==> src/rtl/mem_port_arbiter_pkg.sv <==
// Shared types and constants for the block-RAM port A arbiter.
package mem_port_arbiter_pkg;

  typedef enum logic [1:0] {
    S_CPU = 2'b00,
    S_LD  = 2'b01,
    S_RET = 2'b10
  } arb_state_e;

  localparam logic [3:0] WE_READ = 4'b0000;

endpackage

==> src/rtl/mem_port_arbiter_if.sv <==
// Port-A request/response bundle shared by the CPU, the UART loader and the RAMs.
interface mem_port_arbiter_if #(
  parameter int unsigned ADDR_W = 12,
  parameter int unsigned DATA_W = 32
);
  logic              cpu_req;
  logic [3:0]        cpu_we;
  logic [ADDR_W-1:0] cpu_addr;
  logic [DATA_W-1:0] cpu_wdata;
  logic              cpu_imem;
  logic              ld_req;
  logic [3:0]        ld_we;
  logic [ADDR_W-1:0] ld_addr;
  logic [DATA_W-1:0] ld_wdata;
  logic              ld_imem;
  logic [DATA_W-1:0] mem_douta;
  logic              Stall;
  logic              ld_gnt;
  logic              ld_rvalid;
  logic [DATA_W-1:0] ld_rdata;
  logic              ld_err;
  logic              ena_imem;
  logic              ena_dmem;
  logic [3:0]        wea;
  logic [ADDR_W-1:0] addra;
  logic [DATA_W-1:0] dina;

  modport slave (
    input  cpu_req, cpu_we, cpu_addr, cpu_wdata, cpu_imem,
    input  ld_req, ld_we, ld_addr, ld_wdata, ld_imem, mem_douta,
    output Stall, ld_gnt, ld_rvalid, ld_rdata, ld_err,
    output ena_imem, ena_dmem, wea, addra, dina
  );

  modport master (
    output cpu_req, cpu_we, cpu_addr, cpu_wdata, cpu_imem,
    output ld_req, ld_we, ld_addr, ld_wdata, ld_imem, mem_douta,
    input  Stall, ld_gnt, ld_rvalid, ld_rdata, ld_err,
    input  ena_imem, ena_dmem, wea, addra, dina
  );
endinterface

==> src/rtl/mem_port_arbiter.sv <==
// Shares IMEM/DMEM port A between the CPU (default owner) and the UART loader,
// stalling the pipeline for the length of each loader burst.
module mem_port_arbiter
  import mem_port_arbiter_pkg::*;
#(
  parameter int unsigned STARVE_LIMIT = 16,
  parameter int unsigned BURST_MAX    = 8
) (
  input  logic              CLK,
  input  logic              reset,
  mem_port_arbiter_if.slave bus
);

  localparam int unsigned WAIT_W = $clog2(STARVE_LIMIT) + 1;
  localparam int unsigned BEAT_W = $clog2(BURST_MAX) + 1;

  arb_state_e        state;
  logic [WAIT_W-1:0] wait_cnt;
  logic [BEAT_W-1:0] beat_cnt;
  logic              ld_rvalid_q;
  logic              ld_err_q;
  logic              rd_beat;
  logic              port_req;
  logic              port_imem;
  logic [3:0]        port_we;

  assign rd_beat = (state == S_LD) && bus.ld_req && (bus.ld_we == WE_READ);

  // Arbitration FSM, starvation/beat counters and the one-cycle read-return flags.
  always_ff @(posedge CLK or posedge reset) begin
    if (reset) begin
      state       <= S_CPU;
      wait_cnt    <= '0;
      beat_cnt    <= '0;
      ld_rvalid_q <= 1'b0;
      ld_err_q    <= 1'b0;
    end else begin
      ld_rvalid_q <= rd_beat && !bus.ld_imem;
      ld_err_q    <= rd_beat && bus.ld_imem;
      case (state)
        S_CPU: begin
          if (bus.ld_req && (!bus.cpu_req || wait_cnt >= WAIT_W'(STARVE_LIMIT))) begin
            state    <= S_LD;
            wait_cnt <= '0;
            beat_cnt <= '0;
          end else if (bus.ld_req) begin
            if (wait_cnt < WAIT_W'(STARVE_LIMIT)) wait_cnt <= wait_cnt + WAIT_W'(1);
          end else begin
            wait_cnt <= '0;
          end
        end
        S_LD: begin
          if (bus.ld_req) beat_cnt <= beat_cnt + BEAT_W'(1);
          // The final beat is still accepted in the cycle that ends the burst.
          if (!bus.ld_req || beat_cnt == BEAT_W'(BURST_MAX - 1)) state <= S_RET;
        end
        S_RET:   state <= S_CPU;
        default: state <= S_CPU;
      endcase
    end
  end

  // Port-A source mux; the S_RET gap keeps both RAMs disabled.
  always_comb begin
    port_req  = 1'b0;
    port_imem = 1'b0;
    port_we   = WE_READ;
    bus.addra = bus.cpu_addr;
    bus.dina  = bus.cpu_wdata;
    case (state)
      S_CPU: begin
        port_req  = bus.cpu_req;
        port_imem = bus.cpu_imem;
        port_we   = bus.cpu_we;
      end
      S_LD: begin
        port_req  = bus.ld_req;
        port_imem = bus.ld_imem;
        port_we   = bus.ld_we;
        bus.addra = bus.ld_addr;
        bus.dina  = bus.ld_wdata;
      end
      default: begin
        bus.addra = bus.ld_addr;
        bus.dina  = bus.ld_wdata;
      end
    endcase
  end

  assign bus.ena_imem  = port_req & port_imem;
  assign bus.ena_dmem  = port_req & ~port_imem;
  assign bus.wea       = port_we & {4{port_req}};
  assign bus.Stall     = (state != S_CPU);
  assign bus.ld_gnt    = (state == S_LD) & bus.ld_req;
  assign bus.ld_rvalid = ld_rvalid_q;
  assign bus.ld_err    = ld_err_q;
  assign bus.ld_rdata  = bus.mem_douta;

endmodule

==> src/flat_wrapper.sv <==
// flat-port wrapper written by rule: the top's interface ports become plain ports
module mem_port_arbiter_flat import mem_port_arbiter_pkg::*;
#(
  parameter int unsigned STARVE_LIMIT = 16,
  parameter int unsigned BURST_MAX    = 8
)
  (CLK, reset, bus_cpu_req, bus_cpu_we, bus_cpu_addr, bus_cpu_wdata, bus_cpu_imem, bus_ld_req, bus_ld_we, bus_ld_addr, bus_ld_wdata, bus_ld_imem, bus_mem_douta, bus_Stall, bus_ld_gnt, bus_ld_rvalid, bus_ld_rdata, bus_ld_err, bus_ena_imem, bus_ena_dmem, bus_wea, bus_addra, bus_dina);
  mem_port_arbiter_if #(.ADDR_W((12)), .DATA_W((32))) bus_i ();
  input  logic CLK;
  input  logic reset;
  input wire logic [$bits(bus_i.cpu_req)-1:0] bus_cpu_req;
  input wire logic [$bits(bus_i.cpu_we)-1:0] bus_cpu_we;
  input wire logic [$bits(bus_i.cpu_addr)-1:0] bus_cpu_addr;
  input wire logic [$bits(bus_i.cpu_wdata)-1:0] bus_cpu_wdata;
  input wire logic [$bits(bus_i.cpu_imem)-1:0] bus_cpu_imem;
  input wire logic [$bits(bus_i.ld_req)-1:0] bus_ld_req;
  input wire logic [$bits(bus_i.ld_we)-1:0] bus_ld_we;
  input wire logic [$bits(bus_i.ld_addr)-1:0] bus_ld_addr;
  input wire logic [$bits(bus_i.ld_wdata)-1:0] bus_ld_wdata;
  input wire logic [$bits(bus_i.ld_imem)-1:0] bus_ld_imem;
  input wire logic [$bits(bus_i.mem_douta)-1:0] bus_mem_douta;
  output wire logic [$bits(bus_i.Stall)-1:0] bus_Stall;
  output wire logic [$bits(bus_i.ld_gnt)-1:0] bus_ld_gnt;
  output wire logic [$bits(bus_i.ld_rvalid)-1:0] bus_ld_rvalid;
  output wire logic [$bits(bus_i.ld_rdata)-1:0] bus_ld_rdata;
  output wire logic [$bits(bus_i.ld_err)-1:0] bus_ld_err;
  output wire logic [$bits(bus_i.ena_imem)-1:0] bus_ena_imem;
  output wire logic [$bits(bus_i.ena_dmem)-1:0] bus_ena_dmem;
  output wire logic [$bits(bus_i.wea)-1:0] bus_wea;
  output wire logic [$bits(bus_i.addra)-1:0] bus_addra;
  output wire logic [$bits(bus_i.dina)-1:0] bus_dina;
  assign bus_i.cpu_req = bus_cpu_req;
  assign bus_i.cpu_we = bus_cpu_we;
  assign bus_i.cpu_addr = bus_cpu_addr;
  assign bus_i.cpu_wdata = bus_cpu_wdata;
  assign bus_i.cpu_imem = bus_cpu_imem;
  assign bus_i.ld_req = bus_ld_req;
  assign bus_i.ld_we = bus_ld_we;
  assign bus_i.ld_addr = bus_ld_addr;
  assign bus_i.ld_wdata = bus_ld_wdata;
  assign bus_i.ld_imem = bus_ld_imem;
  assign bus_i.mem_douta = bus_mem_douta;
  assign bus_Stall = bus_i.Stall;
  assign bus_ld_gnt = bus_i.ld_gnt;
  assign bus_ld_rvalid = bus_i.ld_rvalid;
  assign bus_ld_rdata = bus_i.ld_rdata;
  assign bus_ld_err = bus_i.ld_err;
  assign bus_ena_imem = bus_i.ena_imem;
  assign bus_ena_dmem = bus_i.ena_dmem;
  assign bus_wea = bus_i.wea;
  assign bus_addra = bus_i.addra;
  assign bus_dina = bus_i.dina;
  mem_port_arbiter #(.STARVE_LIMIT(STARVE_LIMIT), .BURST_MAX(BURST_MAX)) u_core (.CLK(CLK), .reset(reset), .bus(bus_i));
endmodule
==> config.mk <==
export PLATFORM = sky130hd
export DESIGN_NAME = mem_port_arbiter_flat
export DESIGN_NICKNAME = d
export VERILOG_FILES = /design/src/rtl/mem_port_arbiter_pkg.sv /design/src/rtl/mem_port_arbiter_if.sv /design/src/rtl/mem_port_arbiter.sv /design/src/flat_wrapper.sv
export SDC_FILE = /design/constraint.sdc
export NUM_CORES = 1
export LEC_CHECK = 0
export CORE_AREA = 2 2 86 88
export DETAILED_ROUTE_END_ITERATION = 8
export DIE_AREA = 0 0 88 90
export PLACE_DENSITY = 0.75
export SETUP_SLACK_MARGIN = 0.1
export SLEW_MARGIN = 30
export SYNTH_ARGS = -nofsm -noshare
export SYNTH_HDL_FRONTEND = slang
export SYNTH_SLANG_ARGS = --single-unit
==> constraint.sdc <==
create_clock -name CLK -period 2.95 [get_ports CLK]
set_input_delay 0.4425 -clock CLK [delete_from_list [all_inputs] [get_ports CLK]]
set_output_delay 0.4425 -clock CLK [all_outputs]
set_load 0.01 [all_outputs]
==> PnR_summary.wiki, run 1 <==
{| class="wikitable"
! Metric !! Value
|-
| Number of setup violations in the final report || 0
|-
| Effective utilization at floorplan || 21.2%
|-
| Count of antenna diodes in the layout || 0
|-
| RR Endpoint || u_core.beat_cnt[1]
|-
| Critical R2R Launch || u_core.state[1]
|-
| Net switching power figure || 390 uW
|-
| Crit Path Class || input pin to primary output
|-
| Synthesized net count || 390
|-
| Min setup slack post-route || 0.372 ns
|-
| Count of cells along the worst hold path || 2
|-
| Number of antenna violations at the first check in global routing || 0
|-
| Placement row count || 31
|-
| Fraction of layout instances using a drive strength above 1 || 2.42%
|-
| Maximum number of pins on one net before global-route repair || 40
|-
| Final design utilization || 42.1%
|-
| Synth Warn # || 0
|-
| Final clock skew || 0.000697 ns
|-
| Crit path launch type || input pin
|-
| Insertion delay to the later sink of the worst-skew pair || 0.25 ns
|-
| Post-synthesis to final-layout area growth || 98.5%
|-
| Pre-CTS setup slack || 0.368 ns
|-
| Number of slew-limit violations in the final report || 0
|-
| Share of flip-flops with an asynchronous set or reset after synthesis || 100%
|-
| Via/cell ratio || 4.21
|-
| Netlist cell types || 31
|-
| Pint || 703 uW
|-
| Clock tree root driver cell || clkbuf_8
|-
| Number of design rule violations left after detail routing || 0
|-
| Post-synthesis average cell area || 5.86 sq um
|-
| Count of antenna-violating nets left after detailed routing || 0
|-
| Count of input and output buffers || 155
|-
| Least-Margin Pin Slew || 0.504 ns
|-
| Standard cell core area || 7020 sq um
|-
| Number of clock sinks || 13
|-
| Drt first-iter violations || 25
|-
| Hold endpoint || u_core.wait_cnt[1]
|-
| Most instantiated flip-flop cell in the synthesis netlist || dfrtp_1
|-
| Wire length per cell || 12.4 microns
|-
| Clock tree from TritonCTS || done
|-
| Seq/Total Area, Yosys || 21.8%
|-
| Power density of the placed cells || 370 nW/um^2
|-
| Proportion of power drawn by flip-flops and latches || 20.2%
|-
| Crit path required time || 2.51 ns
|-
| Die height || 90 microns
|-
| Endpoint kind of the worst setup timing path || primary output
|-
| Power share of the clock group || 14.6%
|-
| Via count of the routed design || 1981
|-
| Worst relative slew slack || 66.3%
|-
| Maximum Capacitance Violations || 0
|-
| Die Area || 7920 sq um
|-
| Detailed-router iteration count before antenna repair || 4
|-
| Number of buffers on the longest clock path || 2
|-
| Worst vdd ir || 0.265 mV
|-
| Part of the power in combinational logic || 65.1%
|-
| Count of flip-flops with a built-in enable after synthesis || 0
|-
| Arrival time of the worst setup path || 2.14 ns
|-
| Number of hold buffers added after cts || 0
|-
| Post-route clock period utilization || 87.4%
|-
| Mapped Area || 1490 sq um
|-
| First-pass GRT wire length || 9030 microns
|-
| Level count of the clock H-tree || 1
|-
| Unrepaired setup endpoints after global routing || false
|-
| Die X-Extent || 88 microns
|-
| Number of storage elements in the synthesis netlist || 13
|-
| Post-CTS setup buffers || 0
|-
| Post_cts resized || 0
|-
| Final Wtd Congestion || 0.789
|-
| Routed Wire Length || 5840 microns
|-
| Total half-perimeter wirelength after legalization and detailed placement || 4820 microns
|-
| Status || complete, no violations
|-
| Leftover overflow at the end of global routing || 0
|-
| Switching part of the total power || 35.7%
|-
| Boundary pin count || 220
|-
| Min cycle time layout || 2.58 ns
|-
| Count of endpoints failing hold in the final timing report || 0
|-
| Via count of the first global-routing pass || 1996
|-
| R2R Setup Slk || 1.42 ns
|-
| Static Leakage || 0.00138 uW
|-
| Setup TNS || 0 ns
|-
| Post-Synthesis Cells || 254
|-
| Hold Path Origin || u_core.wait_cnt[1]
|-
| Global router's overall resource usage || 14.3%
|-
| Path class of the lowest-slack min-delay path || flop to flop
|-
| Clock slew seen by the registers of the worst setup and hold paths || 0.05 ns
|-
| Number of buffers created by CTS || 3
|-
| Highest clock frequency the design can meet || 388 MHz
|-
| Count of cells along the worst register-to-register path || 4
|-
| Final nets || 509
|-
| Crit Path Max Fanout || 6
|}
==> synthesized netlist by cell type (all sizes together), types with 2 or more instances <==
library cell  number  area (sq um)
nand2            143           537
buf               39           275
dfrtp             13           325
nor2              10          40.0
o21ai              7          35.0
a22oi              5          37.5
clkbuf             5          18.8
inv                4          15.0
nand3              3          15.0
nor3               3          15.0
a21oi              2          10.0
and3b              2          17.5
ha                 2          25.0
nand2b             2          12.5
nand3b             2          18.8
o21bai             2          15.0
==> worst max-delay path by stage <==
stage / depth (start not counted) / end / slack, ns / startpoint
after floorplan: 6 / bus_dina[10] / 1.34 / u_core.state[1]
after global placement: 5 / bus_ena_dmem / 0.44 / bus_cpu_req
after detailed placement: 5 / bus_wea[0] / 0.37 / bus_cpu_req
after CTS: 5 / bus_wea[0] / 0.35 / bus_cpu_req
after global routing: 5 / bus_wea[0] / 0.26 / bus_cpu_req
final: 5 / bus_wea[0] / 0.37 / bus_cpu_req
==> final cells by class <==
cell class	instances	area (sq um)
fillers	731	4070
repair buffers	158	1590
multi-input cells	193	860
flip-flops and latches	13	325
well taps	99	124
clock buffers	4	45.0
inverters	4	15.0
==> stage by stage <==
stage | area (sq um) | hold slack [ns] | power [uW] | std cells
floorplan | 1490 | 0.319 | 554 | 254
global placement | 2910 | 0.481 | 932 | 467
detailed placement | 2910 | 0.497 | 941 | 467
CTS | 2960 | 0.508 | 1110 | 471
global route | 2960 | 0.568 | 1180 | 471
finish | 2960 | 0.503 | 1090 | 471
==> cell families after synthesis <==
logic type / count (synthesis) / synth area share, %
AOI/OAI and AO/OA: 17 / 7.23
xor gates and xnor gates: 1 / 0.588
adders and majority gates: 2 / 1.68
buffers and inverters: 48 / 20.8
DFF: 13 / 21.8
muxes: 1 / 0.672
and+or+nand+nor: 172 / 47.2
==> flip-flops by register name (all words and copies together) (netlist names) <==
| name | count |
|---|---|
| u_core.wait_cnt | 5 |
| u_core.beat_cnt | 4 |
| u_core.state | 2 |
| u_core.bus.ld_err | 1 |
| u_core.bus.ld_rvalid | 1 |
==> power groups by stage <==
stage,sequential (uW),combinational [uW],clock [uW]
after floorplan,215,339,0
after global placement,223,709,0
after detailed placement,224,718,0
after CTS,221,721,164
after global routing,227,785,172
final,221,712,160
==> per-layer routing <==
metal  part of all wire, %  up-vias  GRT usage [%]
met1                    34      839           13.7
met5                     0        -              0
met3                    11       20           2.66
li1                      -      995              -
met2                    51      127           27.3
met4                   4.0        0           8.33
==> placed cells by master, fill, tap and decap left out <==
cell / Yosys / final
a21oi_1: 2 / 2
a22oi_1: 5 / 5
a32o_1: 1 / 1
and2_1: 1 / 1
and3_1: 1 / 1
and3b_1: 2 / 2
buf_12: 0 / 1
buf_4: 32 / 2
clkbuf_1: 5 / 1
clkbuf_8: 0 / 3
clkdlybuf4s50_1: 0 / 155
dfrtp_1: 13 / 13
ha_1: 2 / 2
inv_1: 3 / 3
inv_2: 1 / 1
mux2i_1: 1 / 1
nand2_1: 143 / 143
nand2b_1: 2 / 2
nand3_1: 3 / 3
nand3b_1: 1 / 1
nand3b_2: 1 / 1
nand4_1: 1 / 1
nand4b_1: 1 / 1
nor2_1: 9 / 9
nor2_4: 0 / 1
nor2b_1: 1 / 1
nor3_1: 3 / 3
o21ai_0: 1 / 1
o21ai_1: 6 / 6
o21bai_1: 2 / 2
or3_1: 1 / 1
or4_1: 1 / 1
xor2_1: 1 / 1
==> worst max-delay path, cell delays in order <==
cell and delay, ns:
clkdlybuf4s50_1 0.52, nor2b_1 0.37, a22oi_1 0.13, nor2_1 0.13, clkdlybuf4s50_1 0.55
Power figures use the tool's default switching activity.
==> run 2: changes to the inputs <==
--- a/config.mk
+++ b/config.mk
@@ -6,9 +6,10 @@
 export NUM_CORES = 1
 export LEC_CHECK = 0
 export CORE_AREA = 2 2 86 88
+export CTS_BUF_LIST = sky130_fd_sc_hd__clkbuf_4
 export DETAILED_ROUTE_END_ITERATION = 8
 export DIE_AREA = 0 0 88 90
-export PLACE_DENSITY = 0.75
+export PLACE_DENSITY_LB_ADDON = 0.3
 export SETUP_SLACK_MARGIN = 0.1
 export SLEW_MARGIN = 30
 export SYNTH_ARGS = -nofsm -noshare
==> run 2 against run 1 <==
Net effect: sequential cell count unchanged; via count decreased by 0.61%; critical path depth unchanged; design area decreased by 0.51%; register-to-register slack got worse by 0.03 ns; setup slack improved by 0.018 ns; critical path type unchanged; largest cell class unchanged.
==> PnR_summary.wiki, run 2 (same netlist as run 1, synthesis figures left out) <==
{| class="wikitable"
! Metric !! Value
|-
| Pint || 668 uW
|-
| Clock slew seen by the registers of the worst setup and hold paths || 0.09 ns
|-
| Count of input and output buffers || 155
|-
| Number of design rule violations left after detail routing || 0
|-
| Number of setup violations in the final report || 0
|-
| Static Leakage || 0.00137 uW
|-
| Worst vdd ir || 0.268 mV
|-
| Crit path launch type || input pin
|-
| Via count of the routed design || 1969
|-
| Die height || 90 microns
|-
| Global router's overall resource usage || 12.8%
|-
| Total half-perimeter wirelength after legalization and detailed placement || 4210 microns
|-
| Regs by FF count || u_core.wait_cnt: 5 flops, u_core.beat_cnt: 4 flops, u_core.state: 2 flops
|-
| Final clock skew || 0.0107 ns
|-
| Die Area || 7920 sq um
|-
| Number of clock sinks || 13
|-
| Maximum number of pins on one net before global-route repair || 52
|-
| Count of antenna diodes in the layout || 0
|-
| Standard cell core area || 7020 sq um
|-
| Crit path required time || 2.51 ns
|-
| Max FFs per register || 5
|-
| Insertion delay to the later sink of the worst-skew pair || 0.28 ns
|-
| Highest clock frequency the design can meet || 391 MHz
|-
| Path class of the lowest-slack min-delay path || input pin to asynchronous set/reset pin
|-
| Crit Path Max Fanout || 6
|-
| Min cycle time layout || 2.56 ns
|-
| Worst relative slew slack || 66.0%
|-
| Unrepaired setup endpoints after global routing || false
|-
| Leftover overflow at the end of global routing || 0
|-
| Count of endpoints failing hold in the final timing report || 0
|-
| Most frequent standard cell in the layout excluding fill and tap cells || clkdlybuf4s50_1
|-
| Clock tree from TritonCTS || done
|-
| Crit Path Class || input pin to primary output
|-
| Final Wtd Congestion || 0.832
|-
| Routed Wire Length || 5290 microns
|-
| Number of antenna violations at the first check in global routing || 0
|-
| Post-CTS setup buffers || 0
|-
| Number of buffers created by CTS || 3
|-
| Post_cts resized || 0
|-
| Switching part of the total power || 36.5%
|-
| Endpoint kind of the worst setup timing path || primary output
|-
| Detailed-router iteration count before antenna repair || 4
|-
| Fraction of layout instances using a drive strength above 1 || 2.69%
|-
| Proportion of power drawn by flip-flops and latches || 20.9%
|-
| Net switching power figure || 385 uW
|-
| Number of slew-limit violations in the final report || 0
|-
| Level count of the clock H-tree || 1
|-
| Wire length per cell || 11.2 microns
|-
| Drt first-iter violations || 35
|-
| Power share of the clock group || 11.5%
|-
| Most frequent cells in the layout || 155 x clkdlybuf4s50_1, 143 x nand2_1, 13 x dfrtp_1, 9 x nor2_1, 6 x o21ai_1
|-
| Setup TNS || 0 ns
|-
| Via count of the first global-routing pass || 1866
|-
| Clock tree root driver cell || clkbuf_4
|-
| First-pass GRT wire length || 8390 microns
|-
| Number of buffers on the longest clock path || 2
|-
| Count of antenna-violating nets left after detailed routing || 0
|-
| Part of the power in combinational logic || 67.6%
|-
| Post-route clock period utilization || 86.8%
|-
| Arrival time of the worst setup path || 2.12 ns
|-
| Placement row count || 31
|-
| Register with the highest flop count || u_core.wait_cnt
|-
| Effective utilization at floorplan || 21.2%
|-
| Post-synthesis to final-layout area growth || 97.5%
|-
| Number of hold buffers added after cts || 0
|-
| Least-Margin Pin Slew || 0.509 ns
|-
| Post-detailed-placement cell area || 2910 sq um
|-
| Status || complete, no violations
|-
| Number of fillers in the final layout || 744
|-
| Finished layout cell area || 2940 sq um
|-
| Maximum Capacitance Violations || 0
|-
| Power density of the placed cells || 358 nW/um^2
|-
| Boundary pin count || 220
|-
| Via/cell ratio || 4.18
|-
| Final nets || 509
|-
| Die X-Extent || 88 microns
|}
[run 2: cell type report]
class	count	area, sq um	share of cell area (%)
repair buffers	158	1590	54.0
well taps	99	124	4.21
inverters	4	15.0	0.511
multi-input cells	193	860	29.2
clock buffers	4	30.0	1.02
flip-flops and latches	13	325	11.1
[run 2: critical path, cell delays in order]
cell and delay, ns:
clkdlybuf4s50_1 0.51, nor2b_1 0.37, nand2b_1 0.10, a21oi_1 0.15, clkdlybuf4s50_1 0.55
[run 2: layer usage]
layer  global-route usage (%)  vias up  routed length [microns]
met5                        0        -                        0
met4                     3.46        0                      106
met3                     3.86       26                      475
met1                     14.1      859                     2070
met2                     23.4       87                     2640
li1                         -      997                        -
[run 2: stage by stage]
step | util [%] | total power, uW | cells | worst slack [ns] | hold WS, ns
6_report | 41.9 | 1050 | 471 | 0.390 | 0.487
5_1_grt | 41.9 | 1150 | 471 | 0.297 | 0.532
4_1_cts | 41.9 | 1070 | 471 | 0.405 | 0.519
3_5_place_dp | 41.5 | 946 | 467 | 0.407 | 0.502
3_3_place_gp | 41.5 | 939 | 467 | 0.437 | 0.484
2_1_floorplan | - | 554 | 254 | 1.34 | 0.319
[run 2: path summary, 6_finish.rpt]
kind                            depth (start not counted)              endpoint  slack [ns]               start
max in group asynchronous                               2    u_core.wait_cnt[4]        2.11               reset
min in group CLK                                        1    u_core.wait_cnt[0]        0.52  u_core.wait_cnt[0]
worst min-delay path                                    2  u_core.bus.ld_rvalid        0.49               reset
worst max register to register                          4    u_core.beat_cnt[0]        1.39     u_core.state[1]
worst max-delay path                                    5          bus_ena_dmem        0.39         bus_cpu_req
worst min register to register                          1    u_core.wait_cnt[0]        0.52  u_core.wait_cnt[0]
[run 2: power groups by stage]
| stage | Sequential, uW | Clock [uW] | Combinational, uW |
|---|---|---|---|
| global placement | 222 | 0 | 717 |
| detailed placement | 223 | 0 | 723 |
| global route | 223 | 137 | 786 |
| floorplan | 215 | 0 | 339 |
| finish | 220 | 121 | 713 |
| CTS | 220 | 125 | 726 |
==> run 3: changes to the inputs <==
--- a/config.mk
+++ b/config.mk
@@ -5,10 +5,11 @@
 export SDC_FILE = /design/constraint.sdc
 export NUM_CORES = 1
 export LEC_CHECK = 0
-export CORE_AREA = 2 2 86 88
+export CORE_MARGIN = 5
+export CORE_UTILIZATION = 26
 export CTS_BUF_LIST = sky130_fd_sc_hd__clkbuf_4
+export CTS_CLUSTER_DIAMETER = 60
 export DETAILED_ROUTE_END_ITERATION = 8
-export DIE_AREA = 0 0 88 90
 export PLACE_DENSITY_LB_ADDON = 0.3
 export SETUP_SLACK_MARGIN = 0.1
 export SLEW_MARGIN = 30
==> run 3 against run 2 <==
Net effect: utilization increased by 11 points; first-iteration DRC count increased by 120%; sequential cell count unchanged; clock-buffer cell count unchanged; fmax decreased by 2.1%.
==> PnR_summary.wiki, run 3 (same netlist as run 1, synthesis figures left out) <==
{| class="wikitable"
! Metric !! Value
|-
| Maximum number of pins on one net before global-route repair || 36
|-
| Detailed-router iteration count before antenna repair || 4
|-
| Endpoint kind of the worst setup timing path || primary output
|-
| Overall power || 1060 uW
|-
| R2R Setup Slk || 1.44 ns
|-
| Area of combinational cells with multiple inputs || 860 sq um
|-
| RR Endpoint || u_core.wait_cnt[2]
|-
| Count of antenna-violating nets left after detailed routing || 0
|-
| Most frequent cells in the layout || 155 x clkdlybuf4s50_1, 143 x nand2_1, 13 x dfrtp_1, 9 x nor2_1, 6 x o21ai_1
|-
| Number of antenna violations at the first check in global routing || 0
|-
| Highest clock frequency the design can meet || 382 MHz
|-
| Count of endpoints failing hold in the final timing report || 0
|-
| Number of fillers in the final layout || 537
|-
| Crit Path Max Fanout || 35
|-
| Wire length per cell || 13.2 microns
|-
| Die height || 85.7 microns
|-
| Finished layout cell area || 2910 sq um
|-
| Via count of the routed design || 1926
|-
| Maximum Capacitance Violations || 0
|-
| Insertion delay to the later sink of the worst-skew pair || 0.27 ns
|-
| Standard cell core area || 5540 sq um
|-
| Critical R2R Launch || u_core.state[1]
|-
| Clock slew seen by the registers of the worst setup and hold paths || 0.08 ns
|-
| Number of clock sinks || 13
|-
| Least-Margin Pin Slew || 0.495 ns
|-
| Worst relative slew slack || 66.9%
|-
| Net switching power figure || 388 uW
|-
| Post-detailed-placement cell area || 2870 sq um
|-
| Part of the power in combinational logic || 67.9%
|-
| Level count of the clock H-tree || 1
|-
| Number of setup violations in the final report || 0
|-
| Via/cell ratio || 4.34
|-
| Final Wtd Congestion || 0.861
|-
| Post-synthesis to final-layout area growth || 95.2%
|-
| Post_cts resized || 0
|-
| Min cycle time layout || 2.61 ns
|-
| Crit Path Class || flop to primary output
|-
| Register with the highest flop count || u_core.wait_cnt
|-
| Setup TNS || 0 ns
|-
| Die X-Extent || 85.7 microns
|-
| Effective utilization at floorplan || 26.9%
|-
| Drt first-iter violations || 78
|-
| Power share of the clock group || 11.2%
|-
| Number of slew-limit violations in the final report || 0
|-
| Clock tree root driver cell || clkbuf_4
|-
| Die Area || 7340 sq um
|-
| Most frequent standard cell in the layout excluding fill and tap cells || clkdlybuf4s50_1
|-
| Regs by FF count || u_core.wait_cnt: 5 flops, u_core.beat_cnt: 4 flops, u_core.state: 2 flops
|-
| Placement row count || 27
|-
| Unrepaired setup endpoints after global routing || false
|-
| Count of antenna diodes in the layout || 0
|-
| Status || complete, no violations
|-
| Leftover overflow at the end of global routing || 0
|-
| Count of cells along the worst register-to-register path || 4
|-
| Static Leakage || 0.00137 uW
|-
| Crit path launch type || flop
|-
| Total half-perimeter wirelength after legalization and detailed placement || 4840 microns
|-
| Post-route clock period utilization || 88.6%
|-
| Arrival time of the worst setup path || 2.17 ns
|-
| Worst vdd ir || 0.191 mV
|-
| Final nets || 509
|-
| Switching part of the total power || 36.7%
|-
| Global router's overall resource usage || 14.8%
|-
| Fraction of layout instances using a drive strength above 1 || 2.69%
|-
| Number of design rule violations left after detail routing || 0
|-
| Sequential cell area || 325 sq um
|-
| Pint || 668 uW
|-
| Power density of the placed cells || 363 nW/um^2
|-
| Clock tree from TritonCTS || done
|-
| Routed Wire Length || 5850 microns
|-
| Boundary pin count || 220
|-
| Number of hold buffers added after cts || 0
|-
| Number of buffers on the longest clock path || 2
|-
| Number of buffers created by CTS || 3
|-
| Count of input and output buffers || 155
|-
| Crit path required time || 2.51 ns
|-
| Path class of the lowest-slack min-delay path || input pin to asynchronous set/reset pin
|-
| Max FFs per register || 5
|-
| First-pass GRT wire length || 8940 microns
|-
| Via count of the first global-routing pass || 1858
|-
| Proportion of power drawn by flip-flops and latches || 20.8%
|-
| Post-CTS setup buffers || 0
|-
| Final clock skew || 0.00406 ns
|}
## run 3: cell counts in the layout (fill, tap and decap cells not counted)
No cell type changed its count.
## run 3: layout make-up
cell class | count | share of cell area [%]
inverters | 4 | 0.517
well taps | 72 | 3.10
flip-flops and latches | 13 | 11.2
multi-input cells | 193 | 29.6
clock buffers | 4 | 1.03
repair buffers | 158 | 54.6
## run 3: power by group through the flow
stage	combinational (uW)	sequential [uW]	clock (uW)
after CTS	725	221	122
after global placement	714	222	0
after global routing	786	224	135
after floorplan	339	215	0
after detailed placement	723	224	0
final	717	220	118
## run 3: layer usage
| metal | vias to the layer above | GRT usage [%] | part of all wire [%] |
|---|---|---|---|
| met5 | - | 0 | 0 |
| met4 | 0 | 4.60 | 2.2 |
| met3 | 20 | 5.57 | 11 |
| met2 | 101 | 25.7 | 50 |
| met1 | 808 | 16.7 | 37 |
| li1 | 997 | - | - |
## run 3: worst max-delay path by stage
stage	startpoint	endpoint	slack (ns)	depth (start not counted)
floorplan	u_core.state[1]	bus_dina[10]	1.34	6
global placement	bus_cpu_req	bus_ena_dmem	0.43	5
detailed placement	bus_cpu_req	bus_ena_dmem	0.41	5
global route	u_core.state[1]	bus_dina[6]	0.17	6
CTS	u_core.state[1]	bus_addra[1]	0.17	5
finish	u_core.state[1]	bus_dina[6]	0.34	6
## run 3: through the flow
step	hold WS (ns)	setup WS, ns	cells	util [%]
after detailed placement	0.500	0.411	439	51.8
after CTS	0.514	0.167	443	52.3
after global placement	0.489	0.433	439	51.8
after floorplan	0.319	1.34	254	-
final	0.489	0.335	444	52.5
after global routing	0.533	0.170	444	52.5
## run 3: critical path, stage by stage (launching register included)
cell and delay, ns:
dfrtp_1 0.57, nor2_4 0.09, inv_2 0.26, buf_12 0.24, nand2_1 0.10, nand2_1 0.07
clkdlybuf4s50_1 0.55
